[src/rtl/compress_code_packer.sv]
// compress_code_packer: packs right-aligned variable-length codes MSB-first into OUT_WIDTH-bit words with flush; define CODE_PACKER_STATS_EN for stat counters
module compress_code_packer #(
  parameter int OUT_WIDTH = 32,
  parameter int MAX_CODE  = 34,
  parameter int LEN_W     = 6
) (
  input  logic                 clk,
  input  logic                 rst,
  input  logic [MAX_CODE-1:0]  code_i,
  input  logic [LEN_W-1:0]     code_len_i,
  input  logic                 in_valid_i,
  output logic                 in_ready_o,
  input  logic                 flush_i,
  output logic [OUT_WIDTH-1:0] out_data_o,
  output logic                 out_valid_o,
  input  logic                 out_ready_i,
  output logic                 out_last_o,
  output logic                 flush_done_o
`ifdef CODE_PACKER_STATS_EN
  ,
  output logic [31:0]          stat_codes_o,
  output logic [31:0]          stat_bits_o,
  output logic [31:0]          stat_words_o
`endif
);
  localparam int BUF_W = OUT_WIDTH + MAX_CODE;
  localparam int FW = $clog2(BUF_W + OUT_WIDTH);
  localparam logic [FW-1:0] OW = FW'(OUT_WIDTH);
  typedef enum logic [1:0] {RUN, FLUSH, DONE} state_t;
  state_t r_state, w_state_nxt;
  logic [BUF_W-1:0] r_buf, w_buf_nxt, w_shift, w_code;
  logic [FW-1:0] r_fill, w_fill_nxt, w_fill_sh;
  logic [LEN_W-1:0] w_len;
  logic r_valid, r_last, r_done, w_accept, w_emit;
  assign w_len = (code_len_i > LEN_W'(MAX_CODE)) ? LEN_W'(MAX_CODE) : code_len_i;
  assign in_ready_o = (r_state == RUN) && ((r_fill < OW) || (out_ready_i && r_fill < FW'(2 * OUT_WIDTH)));
  assign w_accept = in_valid_i && in_ready_o;
  assign w_emit = r_valid && out_ready_i;
  assign w_shift = w_emit ? r_buf << OUT_WIDTH : r_buf;
  assign w_fill_sh = w_emit ? r_fill - OW : r_fill;
  assign w_code = (BUF_W'(code_i) & ((BUF_W'(1) << w_len) - BUF_W'(1))) << (FW'(BUF_W) - FW'(w_len) - w_fill_sh);
  assign out_data_o = r_buf[BUF_W-1 -: OUT_WIDTH];
  assign out_valid_o = r_valid;
  assign out_last_o = r_last;
  assign flush_done_o = r_done;
  // next buffer, fill and state: the emit shift happens first, then the new code lands behind it
  always_comb begin
    w_state_nxt = r_state;
    w_buf_nxt = r_buf;
    w_fill_nxt = r_fill;
    if (r_state == RUN) begin
      w_buf_nxt = w_accept ? (w_shift | w_code) : w_shift;
      w_fill_nxt = w_fill_sh + (w_accept ? FW'(w_len) : '0);
      w_state_nxt = flush_i ? FLUSH : RUN;
    end else if (r_state == FLUSH) begin
      w_buf_nxt = (r_fill == '0 || (w_emit && r_last)) ? '0 : w_shift;
      w_fill_nxt = (r_fill == '0 || (w_emit && r_last)) ? '0 : w_fill_sh;
      w_state_nxt = (r_fill == '0 || (w_emit && r_last)) ? DONE : FLUSH;
    end else begin
      w_buf_nxt = '0;
      w_fill_nxt = '0;
      w_state_nxt = RUN;
    end
  end
  // state registers; handshake flags are registered from the next-state values
  always_ff @(posedge clk) begin
    if (rst) begin
      r_state <= RUN;
      r_buf <= '0;
      r_fill <= '0;
      r_valid <= 1'b0;
      r_last <= 1'b0;
      r_done <= 1'b0;
    end else begin
      r_state <= w_state_nxt;
      r_buf <= w_buf_nxt;
      r_fill <= w_fill_nxt;
      r_valid <= (w_state_nxt == RUN) ? (w_fill_nxt >= OW) : (w_state_nxt == FLUSH && w_fill_nxt != '0);
      r_last <= (w_state_nxt == FLUSH) && (w_fill_nxt != '0) && (w_fill_nxt <= OW);
      r_done <= (w_state_nxt == DONE);
    end
  end
  assert property (@(posedge clk) disable iff (rst) in_valid_i |-> code_len_i <= LEN_W'(MAX_CODE));
`ifdef CODE_PACKER_STATS_EN
  logic [31:0] r_codes, r_bits, r_words;
  assign stat_codes_o = r_codes;
  assign stat_bits_o = r_bits;
  assign stat_words_o = r_words;
  // throughput counters survive flushes and wrap naturally
  always_ff @(posedge clk) begin
    if (rst) begin
      r_codes <= '0;
      r_bits <= '0;
      r_words <= '0;
    end else begin
      r_codes <= r_codes + 32'(w_accept && w_len != '0);
      r_bits <= r_bits + (w_accept ? 32'(w_len) : 32'd0);
      r_words <= r_words + 32'(w_emit);
    end
  end
`endif
endmodule
[config.mk]
export PLATFORM = sky130hd
export DESIGN_NAME = compress_code_packer
export DESIGN_NICKNAME = d
export VERILOG_FILES = /design/src/rtl/compress_code_packer.sv
export SDC_FILE = /design/constraint.sdc
export NUM_CORES = 1
export LEC_CHECK = 0
export ABC_AREA = 1
export ABC_CLOCK_PERIOD_IN_PS = 4600
export CAP_MARGIN = 20
export CORE_ASPECT_RATIO = 1.4
export CORE_MARGIN = 2
export CORE_UTILIZATION = 40
export CTS_CLUSTER_DIAMETER = 30
export CTS_CLUSTER_SIZE = 12
export DETAILED_ROUTE_END_ITERATION = 16
export GPL_ROUTABILITY_DRIVEN = 0
export PLACE_DENSITY = 0.62
export REMOVE_ABC_BUFFERS = 1
export SLEW_MARGIN = 20
export SYNTH_ARGS = -nofsm -noshare
export SYNTH_HDL_FRONTEND = slang
export SYNTH_SLANG_ARGS = --single-unit
[constraint.sdc]
create_clock -name clk -period 4.6 [get_ports clk]
set_clock_uncertainty 0.1 [all_clocks]
set_input_delay 0.46 -clock clk [delete_from_list [all_inputs] [get_ports clk]]
set_output_delay 0.46 -clock clk [all_outputs]
set_load 0.03 [all_outputs]
==> results_dict.tcl, run 1 <==
set metrics [dict create \
    run_status "finished, final reports clean" \
    hold_slack_ns 0.371 \
    worstSkewPairLatency_ns 0.35 \
    p_int_uw 2680 \
    firstDrtPassIters 7 \
    ys_seq_area_share_pct 19.5 \
    synth_edf_count 0 \
    nets 1467 \
    clock_tree.root_cell "clkbuf_16" \
    yosysTopAreaCellShare_pct 19.5 \
    drv_cap 0 \
    yosys.area.top_type "dfxtp_1" \
    cp.buffers_inverters 4 \
    post_cts_buffers 0 \
    vdd_ir_drop_max_uv 283 \
    slew_viol_final 0 \
    grt_pass1_vias 8784 \
    dp_slack_ns 0.332 \
    drc 0 \
    critPathTopFamily "simple AND/OR/NAND/NOR gates" \
    synth_area_per_cell_um2 5.82 \
    cts_sinks 78 \
    drt_iter0_drc 851 \
    die_w_um 124 \
    hpwl_um 23000 \
    cp-start-kind "input pin" \
    cts_buffers 9 \
    track_usage_pct 27.9 \
    dr_wl_met2_um 14200 \
    synthCells 1374 \
    synth_commonest_cells "nand2_1 (389), nand3_1 (251), nor2_1 (112)" \
    min_period_over_period_pct 87.4 \
    cp_slowest_cell "clkdlybuf4s50_1" \
    placedCellCount 1643 \
    synthTopCellsByArea "dfxtp_1 (20%), nand2_1 (18%), nand3_1 (16%), nor2_1 (5.3%), inv_1 (4.9%)" \
    io_buffer_count 80 \
    utilization_pct 46.4 \
    num_rows 61 \
    drt.antenna.violating_nets 0 \
    ios 81 \
    fmax_mhz 249 \
    ys_ff_latch 78 \
    seq_power_share_pct 15.6 \
    routed_wirelength_um 28600 \
    worst_slack_ns 0.578 \
    grt_max_degree 48 \
    worstPathCellList "clkdlybuf4s50_1 -> nand2_1 -> nand3_2 -> a21oi_1 -> ha_1 -> ha_1 -> inv_1 -> fa_1 -> o21ai_0 -> xnor2_1 -> inv_1 -> nor2_1 -> buf_4 -> nand3_1 -> nand3_1 -> nand2_1 -> a21oi_1" \
    async_flop_share_pct 0 \
    drt-met1-wl_um 11300 \
    grt_pass1_wl_um 46100 \
    dr_wl_met3_um 1370 \
    drive_above_1_share_pct 8.61 \
    path_clk_slew_ns 0.06 \
    p_per_area_mw_per_mm2 676 \
    antenna_found_initial 0 \
    yosysWarnings 0 \
    cts_max_path_buffers 2 \
    area_growth_pct 14.5 \
    combPwrFrac_pct 73.7 \
    p_clk_share_pct 10.7 \
    ys_types 54 \
    synth_flop_cell "dfxtp_1" \
    p_sw_uw 3520 \
    wl_per_cell_um 17.2 \
    final_cells 1658 \
    die_y_um 171 \
    vias 9266 \
    relSlewSlack_pct 38.1 \
    period_minus_slack_ns 4.02 \
    start_util_pct 40.5 \
    htree_levels 3 \
    setup_viol 0 \
    synth_area_mm2 0.00800 \
    leakage_uw 0.00429 \
    top_layer_used "met4" \
    hold_buffers 0 \
    die_area_mm2 0.0212 \
    cts_tree "done" \
    core_mm2 0.0198 \
    cts_resized 0 \
    timing_worst_slew_pin_value_ns 0.928 \
    rsz0062_at_grt "no" \
    p_sw_share_pct 56.8 \
    cp_slowest_stage_delay_ns 0.61 \
    finalHoldViolCount 0 \
    end_kind "flop" \
    critPathKind "in2reg" \
    crit_fanout 7 \
    crit_arrival_ns 4.20 \
    required_ns 4.78 \
    overflow 0 \
    hp-class "reg2reg" \
    antenna_cells 0 \
    viasPerCell 5.59 \
    yosysMostFrequentCell "nand2_1" \
]
area by class of cell:
type / count / area, µm²
fillers: 2139 / 10600
multi-input cells: 1076 / 5440
flip-flops and latches: 78 / 1560
repair buffers: 122 / 1140
inverters: 115 / 439
well taps: 252 / 315
clock buffers: 10 / 229
clock inverters: 5 / 36.3
metrics by stage:
| step | TNS, ns | total power [µW] | area [µm²] |
|---|---|---|---|
| after global placement | 0 | 5440 | 8900 |
| after detailed placement | 0 | 5450 | 8900 |
| after global routing | 0 | 6680 | 9160 |
| after CTS | 0 | 6130 | 9160 |
| final | 0 | 6190 | 9160 |
| after floorplan | -76.71 | 3840 | 7430 |
registers in the layout, summed over array words and instances, names as in the netlist:
register,cells
flush_done_o,1
out_last_o,1
out_valid_o,1
r_buf,66
r_fill,7
r_state,2
cells by family (layout without fill, tap and decap cells):
family	after synthesis	in the layout	synth area share, %
buf+inv	220	252	12.6
simple gates	874	874	50.1
fa+ha+maj	20	20	3.32
compound gates	157	157	11.5
xor+xnor	11	11	1.20
flops	78	78	19.5
mux	14	14	1.75
placed cells by master (no fill, tap or decap), drive strengths merged, types with 19 or more instances in the layout:
cell,instances
nor2,126
buf,42
nand3,261
nand2,393
or2,19
clkdlybuf4s50,80
o21ai,71
nand4,56
inv,113
a21oi,49
dfxtp,78
worst min-delay path, stage by stage, from the launching register on:
cell and delay (ns):
dfxtp_1 0.31, nand3_1 0.07, o21ai_1 0.05
per-layer routing:
metal	vias up	GRT usage (%)
met2	378	48.3
met3	94	2.75
met1	4173	32.9
met4	0	16.8
li1	4621	-
met5	-	0
worst paths after layout:
check,from,end,slack (ns),cells after the start
worst max-delay path,code_len_i[0],r_buf[42],0.58,17
worst min-delay path,r_buf[28],r_buf[28],0.37,2
worst max register to register,r_fill[1],r_buf[42],1.19,14
worst min register to register,r_buf[28],r_buf[28],0.37,2
power groups by stage:
| stage | sequential [µW] | combinational (µW) | clock [µW] |
|---|---|---|---|
| 2_1_floorplan | 1190 | 2650 | 0 |
| 3_3_place_gp | 982 | 4460 | 0 |
| 3_5_place_dp | 984 | 4470 | 0 |
| 4_1_cts | 971 | 4480 | 675 |
| 5_1_grt | 992 | 4980 | 700 |
| 6_report | 969 | 4560 | 660 |
(Power assumes the default switching activity.)
==> run 2, diff against run 1 <==
--- a/config.mk
+++ b/config.mk
@@ -17,6 +17,7 @@
 export GPL_ROUTABILITY_DRIVEN = 0
 export PLACE_DENSITY = 0.62
 export REMOVE_ABC_BUFFERS = 1
+export SETUP_SLACK_MARGIN = 0.1
 export SLEW_MARGIN = 20
 export SYNTH_ARGS = -nofsm -noshare
 export SYNTH_HDL_FRONTEND = slang
==> results of run 2 <==
The final DEF is identical to that of run 1; final timing and power are the same.
==> run 3, diff against run 2 <==
--- a/config.mk
+++ b/config.mk
@@ -18,6 +18,7 @@
 export PLACE_DENSITY = 0.62
 export REMOVE_ABC_BUFFERS = 1
 export SETUP_SLACK_MARGIN = 0.1
+export SKIP_CTS_REPAIR_TIMING = 1
 export SLEW_MARGIN = 20
 export SYNTH_ARGS = -nofsm -noshare
 export SYNTH_HDL_FRONTEND = slang
==> results of run 3 <==
The final DEF is identical to that of run 1; final timing and power are the same.
